`src/rtl/prog_loader_if.sv`:
```
// Byte-stream valid/ready channel feeding the program loader.
interface prog_loader_if;
    logic [7:0] rx_data;
    logic       rx_valid;
    logic       rx_ready;

    modport master (output rx_data, output rx_valid, input rx_ready);
    modport slave  (input rx_data, input rx_valid, output rx_ready);
endinterface

```
`src/rtl/prog_loader.sv`:
```
// Boot loader: assembles a checksummed byte frame into instruction memory,
// then releases the processor only from a verified image.
module prog_loader #(
    parameter int ADDR_W  = 6,
    parameter int INSTR_W = 16
) (
    input  logic                 clk,
    input  logic                 rst,
    prog_loader_if.slave         rx,
    input  logic                 reload,
    output logic                 imem_wr_en,
    output logic [ADDR_W-1:0]    imem_wr_addr,
    output logic [INSTR_W-1:0]   imem_wr_data,
    output logic                 controller_enable,
    output logic                 proc_restart,
    output logic                 load_done,
    output logic                 load_error,
    output logic [ADDR_W:0]      word_count
);
    localparam logic [2:0] S_IDLE = 3'd0;
    localparam logic [2:0] S_HI   = 3'd1;
    localparam logic [2:0] S_LO   = 3'd2;
    localparam logic [2:0] S_CHK  = 3'd3;
    localparam logic [2:0] S_RUN  = 3'd4;
    localparam logic [2:0] S_ERR  = 3'd5;

    localparam logic [8:0]      DEPTH9 = 9'(1 << ADDR_W);
    localparam logic [ADDR_W:0] DEPTH  = (ADDR_W + 1)'(1 << ADDR_W);
    localparam logic [ADDR_W:0] WC_ONE = (ADDR_W + 1)'(1);

    logic [2:0]        state;
    logic [ADDR_W:0]   count;
    logic [7:0]        csum;
    logic [7:0]        hi;
    logic [ADDR_W-1:0] ptr;
    logic              accept;
    logic [ADDR_W:0]   wc_inc;
    logic [7:0]        byte_in;

    assign byte_in  = rx.rx_data;
    assign accept   = rx.rx_valid && rx.rx_ready;
    assign wc_inc   = word_count + WC_ONE;

    assign rx.rx_ready = (state == S_IDLE) || (state == S_HI) ||
                         (state == S_LO)   || (state == S_CHK);

    assign controller_enable = (state == S_RUN);
    assign load_done         = (state == S_RUN);
    assign load_error        = (state == S_ERR);

    always_ff @(posedge clk) begin
        if (rst) begin
            state        <= S_IDLE;
            count        <= '0;
            csum         <= '0;
            hi           <= '0;
            ptr          <= '0;
            word_count   <= '0;
            imem_wr_en   <= 1'b0;
            imem_wr_addr <= '0;
            imem_wr_data <= '0;
            proc_restart <= 1'b0;
        end else begin
            imem_wr_en   <= 1'b0;
            proc_restart <= 1'b0;
            // Abort wins over any byte arriving in the same cycle.
            if (reload && state != S_IDLE) begin
                state      <= S_IDLE;
                word_count <= '0;
                csum       <= '0;
            end else if (accept) begin
                case (state)
                    S_IDLE: begin
                        if ({1'b0, byte_in} > DEPTH9) begin
                            state <= S_ERR;
                        end else begin
                            count      <= (byte_in == 8'd0) ? DEPTH
                                                            : byte_in[ADDR_W:0];
                            csum       <= byte_in;
                            ptr        <= '0;
                            word_count <= '0;
                            state      <= S_HI;
                        end
                    end
                    S_HI: begin
                        hi    <= byte_in;
                        csum  <= csum ^ byte_in;
                        state <= S_LO;
                    end
                    S_LO: begin
                        csum         <= csum ^ byte_in;
                        imem_wr_en   <= 1'b1;
                        imem_wr_addr <= ptr;
                        imem_wr_data <= INSTR_W'({hi, byte_in});
                        ptr          <= ptr + 1'b1;
                        word_count   <= wc_inc;
                        state        <= (wc_inc == count) ? S_CHK : S_HI;
                    end
                    S_CHK: begin
                        if (byte_in == csum) begin
                            state        <= S_RUN;
                            proc_restart <= 1'b1;
                        end else begin
                            state <= S_ERR;
                        end
                    end
                    default: state <= state;
                endcase
            end
        end
    end
endmodule

```
`src/flat_wrapper.sv`:
```
// flat-port wrapper written by rule: the top's interface ports become plain ports
module prog_loader_flat 
#(
    parameter int ADDR_W  = 6,
    parameter int INSTR_W = 16
)
  (clk, rst, reload, imem_wr_en, imem_wr_addr, imem_wr_data, controller_enable, proc_restart, load_done, load_error, word_count, rx_rx_data, rx_rx_valid, rx_rx_ready);
  prog_loader_if rx_i ();
  input  logic clk;
  input  logic rst;
  input  logic reload;
  output logic imem_wr_en;
  output logic [ADDR_W-1:0] imem_wr_addr;
  output logic [INSTR_W-1:0] imem_wr_data;
  output logic controller_enable;
  output logic proc_restart;
  output logic load_done;
  output logic load_error;
  output logic [ADDR_W:0] word_count;
  input wire logic [$bits(rx_i.rx_data)-1:0] rx_rx_data;
  input wire logic [$bits(rx_i.rx_valid)-1:0] rx_rx_valid;
  output wire logic [$bits(rx_i.rx_ready)-1:0] rx_rx_ready;
  assign rx_i.rx_data = rx_rx_data;
  assign rx_i.rx_valid = rx_rx_valid;
  assign rx_rx_ready = rx_i.rx_ready;
  prog_loader #(.ADDR_W(ADDR_W), .INSTR_W(INSTR_W)) u_core (.clk(clk), .rst(rst), .rx(rx_i), .reload(reload), .imem_wr_en(imem_wr_en), .imem_wr_addr(imem_wr_addr), .imem_wr_data(imem_wr_data), .controller_enable(controller_enable), .proc_restart(proc_restart), .load_done(load_done), .load_error(load_error), .word_count(word_count));
endmodule
```
`config.mk`:
```
export PLATFORM = sky130hd
export DESIGN_NAME = prog_loader_flat
export DESIGN_NICKNAME = d
export VERILOG_FILES = /design/src/rtl/prog_loader_if.sv /design/src/rtl/prog_loader.sv /design/src/flat_wrapper.sv
export SDC_FILE = /design/constraint.sdc
export NUM_CORES = 1
export LEC_CHECK = 0
export CAP_MARGIN = 30
export CORE_MARGIN = 1
export CORE_UTILIZATION = 56
export CTS_CLUSTER_DIAMETER = 150
export CTS_CLUSTER_SIZE = 20
export DETAILED_ROUTE_END_ITERATION = 7
export DONT_BUFFER_PORTS = 1
export PLACE_DENSITY = 0.74
export SETUP_SLACK_MARGIN = 0.4
export SLEW_MARGIN = 10
export SYNTH_ARGS = -nofsm -noshare
export SYNTH_HDL_FRONTEND = slang
export SYNTH_SLANG_ARGS = --single-unit
```
`constraint.sdc`:
```
create_clock -name clk -period 1.7 [get_ports clk]
set_input_delay 0.34 -clock clk [delete_from_list [all_inputs] [get_ports clk]]
set_output_delay 0.34 -clock clk [all_outputs]
set_load 0.005 [all_outputs]
```
# Yosys cells after proc, flatten, opt, wreduce, memory -nomap -nowiden
# Cells that the tools add are included.
# op_classes
mux	13
n_eq_ne	8
reduce_logical	22
n_addsub	2
n_bitwise	5
order_cmp	1
# ops
operator	n
8-bit case mux with 2 select lines	1
7-bit two-way mux	2
7-bit case mux with 2 select lines	1
3-bit case mux with 4 select lines	1
6-bit case mux with 2 select lines	1
3-bit AND reduction	4
8-bit equality test	1
8-bit by 7-bit greater-than comparator with 1-bit output (second input constant)	1
8-bit logical NOT	1
8-bit two-way mux	1
4-bit AND reduction	2
8-bit XOR	1
7-bit by 1-bit adder with 7-bit output (second input constant)	1
7-bit equality test	1
6-bit by 1-bit adder with 6-bit output (second input constant)	1
3-bit by 2-bit equality test with 1-bit output (second input constant)	2
3-bit equality test (second input constant)	2
6-bit two-way mux	1
1-bit NOT	4
2-bit nonzero test	2
4-bit nonzero test	1
2-bit OR reduction	2
4-bit OR reduction	1
3-bit by 1-bit equality test with 1-bit output (second input constant)	1
10 further kinds	15
# word_totals
wordCells	61
inputBits	12
regBits	63
out_inout_bits	35

# Logic depth before layout (Yosys ltp)
# depth
depth_word	7
depth_mapped	7
depth_no_buf	6

# Worst setup path after synthesis
# OpenSTA, ideal clock, no wires.
# synth_path
path_kind	input to register
start	input port rx_rx_data[3]
end	register u_core.csum[0]
required_ns	1.568
n_path_buf	2
slack_ns	0.003
path_stages	7
setup_time_ns	0.132
t_arrival_ns	1.564
cell_sequence	buf_2 nor4_4 a211oi_4 or2_1 buf_6 o21ai_2 a21oi_1
# synth_between
elab_chain_len	3
# synth_lines
element	line_no	text
start, declared	flat_wrapper.sv:20	input wire logic [$bits(rx_i.rx_data)-1:0] rx_rx_data;
8-bit by 7-bit greater-than comparator with 1-bit output	prog_loader.sv:74	if ({1'b0, byte_in} > DEPTH9) begin
2-bit != test (no line)	-	
3-bit AND reduction (no line)	-	
end signal, assigned	prog_loader.sv:79	csum <= byte_in;
end signal, assigned	prog_loader.sv:87	csum <= csum ^ byte_in;
end signal, assigned	prog_loader.sv:91	csum <= csum ^ byte_in;
end, declared	prog_loader.sv:33	logic [7:0] csum;
# No other way between the ends.
# A chain may end at the register's enable or synchronous reset.

# Worst setup path in the final report
# layout_path
start	register u_core.state[0]
end	register u_core.state[1]
# layout_between
elab_chain_len	6
elab_cells_between_ends	14
classes_between	eq/ne: 3; mux: 1; reduce/logical: 10
# layout_lines
element	line_no	text
start, declared	prog_loader.sv:31	logic [2:0] state;
start signal, assigned	prog_loader.sv:97	state <= (wc_inc == count) ? S_CHK : S_HI;
start signal, assigned	prog_loader.sv:107	default: state <= state;
3-bit by 1-bit equality test with 1-bit output or 3-bit logical NOT (tied branches)	prog_loader.sv:44, prog_loader.sv:72	
1-bit logical OR (2 in a row)	prog_loader.sv:44	assign rx.rx_ready = (state == S_IDLE) || (state == S_HI) ||
1-bit logical OR	prog_loader.sv:45	(state == S_LO) || (state == S_CHK);
1-bit logical AND	prog_loader.sv:41	assign accept = rx.rx_valid && rx.rx_ready;
2-bit AND reduction (no line)	-	
# Parallel ways exist; a longest one is shown, timed or not.

==> flow_metrics.env <==
export IMPL_fp_dieH_um=74.6
export IMPL_antenna_found_initial=0
export IMPL_finalCriticalPeriod_ns=1.68
export IMPL_grt_usage=0.335
export IMPL_synth_top_family_by_area="simple AND/OR/NAND/NOR gates"
export IMPL_syn_cell_area_mm2=0.00295
export IMPL_reg2reg_slack_ns=0.02
export IMPL_synth_compound_area_frac=0.193
export IMPL_p_leak_nw=1.56
export IMPL_num_fill_cells=264
export IMPL_seq_area_mm2=0.00129
export IMPL_yosysWarnings=0
export IMPL_critPathKind="reg2reg"
export IMPL_worstSetupStartpoint="u_core.state[0]$_SDFFE_PP0P_"
export IMPL_peakVddDrop_mv=0.765
export IMPL_drt_pass1_iterations=5
export IMPL_tns_ns=0
export IMPL_place_hpwl_um=4590
export IMPL_netlist_instances=364
export IMPL_endpoint="u_core.state[1]$_SDFFE_PP0P_"
export IMPL_io_pins=47
export IMPL_p_switching_mw=1.05
export IMPL_drt_total_wl_um=10900
export IMPL_rows=26
export IMPL_pwr_share_clk=0.418
export IMPL_ys_seq_area_frac=0.427
export IMPL_async_flop_share=0
export IMPL_clkSinkCount=63
export IMPL_synth_edff_count=0
export IMPL_dieArea_mm2=0.00556
export IMPL_worst_pin_slew_ns=0.398
export IMPL_r2r_cells=6
export IMPL_start_util=0.581
export IMPL_synth_xor_xnor_area_share=0.0534
export IMPL_dp_cells=427
export IMPL_max_slew_margin=0.733
export IMPL_cts_tree="yes"
export IMPL_setup_viol=0
export IMPL_arrival_ns=1.95
export IMPL_die_width_um=74.6
export IMPL_min_path_type="in2reg"
export IMPL_htreeDepth=3
export IMPL_status="completed"
export IMPL_core_mm2=0.00507
export IMPL_routabilityCongestion=0.869
export IMPL_rr_startpoint="u_core.state[0]$_SDFFE_PP0P_"
export IMPL_overflow=0
export IMPL_drtIter0Drc=292
export IMPL_worstSetupEndpointType="flip-flop"
export IMPL_swShare=0.284
export IMPL_wl_per_cell_um=22.9
export IMPL_seq_power_share=0.422
export IMPL_antenna_cells=0
export IMPL_root_buffer="clkbuf_8"
export IMPL_finalHoldViolCount=0
export IMPL_final_common_cell="dfxtp_1"
export IMPL_crit_reg2reg_capture="u_core.state[1]$_SDFFE_PP0P_"
export IMPL_synthAdderAreaFrac=0.00848
export IMPL_ant_nets=0
export IMPL_clockBufferDepth=2
export IMPL_maxCapViolCount=0
export IMPL_grt_max_degree=41
export IMPL_area_growth_pct=46.5
export IMPL_skew_ns=0.00987
export IMPL_fin_nets=413
export IMPL_multi_input_area_mm2=0.00211
export IMPL_final_cell_mix="dfxtp_1, nand2_1, nor2_1, nand2_4, buf_4"
export IMPL_grt_pass1_wl_um=13500
export IMPL_synthMuxAreaShare=0.0271
export IMPL_synthDistinctLibCells=48
export IMPL_ys_ff_latch=63
export IMPL_yosys_most_used_dff="dfxtp_1"
export IMPL_grt_pass1_vias=2700
export IMPL_p_int_mw=2.66
export IMPL_cts_hold_fix_buffers=0
export IMPL_worstPathRequired_ns=1.97
export IMPL_avgSynthCellArea_um2=8.11
export IMPL_fin_crit_sh=0.986
export IMPL_stdcell_count=474
export IMPL_vias_per_cell=6.54
export IMPL_power_density_mw_per_mm2=859
export IMPL_clk_pin_slew_worst_paths_ns=0.08
export IMPL_numCtsBuffers=9
export IMPL_power_frac_comb=0.160
export IMPL_maxSlewViolCount=0
export IMPL_drc=0
export IMPL_worstSkewPairLatency_ns=0.35
export IMPL_hold_slack_ns=0.0654
export IMPL_crit_path_start_kind="flip-flop"
export IMPL_synthSimpleGateAreaFrac=0.245
export IMPL_clock_fmax_mhz=597
export IMPL_syn_nets=378
export IMPL_cp_max_fo=4
export IMPL_portBuffers=0
export IMPL_vias=3102
export IMPL_rsz0062_at_grt="true"
export IMPL_drive_above_1_share=0.465
==> per-layer routing <==
metal	wire, µm	share of wire	track usage	up-vias
met5	0	0	0	-
met2	5160	0.47	0.498	210
met3	1120	0.10	0.100	58
met1	4030	0.37	0.432	1501
li1	-	-	-	1333
met4	558	0.051	0.193	0
==> power by group through the flow <==
stage	sequential [mW]	combinational, mW	clock [mW]
after floorplan	1.58	0.317	0
after CTS	1.56	0.453	1.53
final	1.57	0.595	1.55
after global routing	1.57	0.626	1.63
after global placement	1.59	0.357	0
after detailed placement	1.60	0.364	0
==> worst min-delay path by stage <==
stage                                          from                                   end  slack (ns)  cells after the start
after floorplan           u_core.hi[0]$_SDFFE_PP0P_   u_core.imem_wr_data[8]$_SDFFE_PP0P_        0.43                      2
after global placement                          rst          u_core.count[2]$_SDFFE_PP0P_        0.42                      1
after detailed placement                        rst          u_core.count[1]$_SDFFE_PP0P_        0.42                      1
after CTS                                       rst   u_core.imem_wr_data[5]$_SDFFE_PP0P_        0.04                      1
after global routing                            rst  u_core.imem_wr_data[13]$_SDFFE_PP0P_        0.03                      1
final                                           rst          u_core.count[0]$_SDFFE_PP0P_        0.07                      1
==> what timing repair did <==
| item | 4_1_cts | 5_1_grt |
|---|---|---|
| setup endpoints to repair | 63 | 66 |
| gates cloned | 6 | 1 |
| pin swaps | 38 | 41 |
| resized for setup | 75 | 89 |
| setup buffers | 13 | 11 |
==> through the flow <==
| stage | total power [mW] | util | area (µm²) | setup WS, ns |
|---|---|---|---|---|
| floorplan | 1.90 | - | 3060 | 0.0720 |
| global placement | 1.95 | 0.617 | 3130 | 0.133 |
| detailed placement | 1.96 | 0.617 | 3130 | 0.0615 |
| CTS | 3.54 | 0.765 | 3880 | 0.179 |
| global route | 3.83 | 0.852 | 4320 | -0.0658 |
| finish | 3.71 | 0.852 | 4320 | 0.0240 |
==> cells in the mapped netlist (2+ instances only) <==
cell | instances | area (µm²)
o22ai_1 | 3 | 18.8
a31oi_1 | 2 | 12.5
xnor2_1 | 9 | 78.8
a311oi_1 | 4 | 35.0
a211oi_1 | 3 | 22.5
or2_1 | 2 | 12.5
dfxtp_1 | 63 | 1260
inv_1 | 2 | 7.51
nand3_1 | 7 | 35.0
nand2b_1 | 9 | 56.3
nor3_2 | 2 | 20.0
xor2_1 | 9 | 78.8
o21ai_2 | 7 | 61.3
o31ai_1 | 2 | 15.0
ha_1 | 2 | 25.0
clkbuf_1 | 11 | 41.3
nor4_1 | 4 | 25.0
nand2_1 | 73 | 274
mux2i_1 | 8 | 80.1
nand4_1 | 4 | 25.0
nor2_1 | 35 | 131
buf_2 | 13 | 65.1
a21oi_1 | 50 | 250
nor3_1 | 3 | 15.0
o211ai_1 | 8 | 60.1
o21ai_0 | 7 | 35.0
==> sequential cells by signal, summed over array words and instances, names as in the netlist, 3 cells and up <==
register	flops
u_core.imem_wr_data	16
u_core.csum	8
u_core.hi	8
u_core.count	7
u_core.word_count	7
u_core.imem_wr_addr	6
u_core.ptr	6
u_core.state	3
==> cell type report <==
| cell class | count | area share |
|---|---|---|
| Clock inverter | 6 | 0.0211 |
| Timing Repair Buffer | 50 | 0.135 |
| Tap cell | 70 | 0.0203 |
| Inverter | 3 | 0.00550 |
| Clock buffer | 10 | 0.0318 |
| Sequential cell | 63 | 0.298 |
| Multi-Input combinational cell | 272 | 0.488 |
==> worst max-delay path, stage by stage (launching register included) <==
cell and delay, ns:
dfxtp_4 0.37, buf_6 0.12, and4bb_4 0.39, nand3_1 0.14
nor4_1 0.22, nand4_1 0.16, o22ai_2 0.19
==> cells by family after synthesis <==
kind of cell,count (synthesis)
XOR/XNOR,18
AND/OR/NAND/NOR,152
buffers and inverters,29
multiplexers,8
AO/OA/AOI/OAI,92
flip-flops,63
adder cells (fa/ha/maj),2
(Power assumes the default switching activity.)
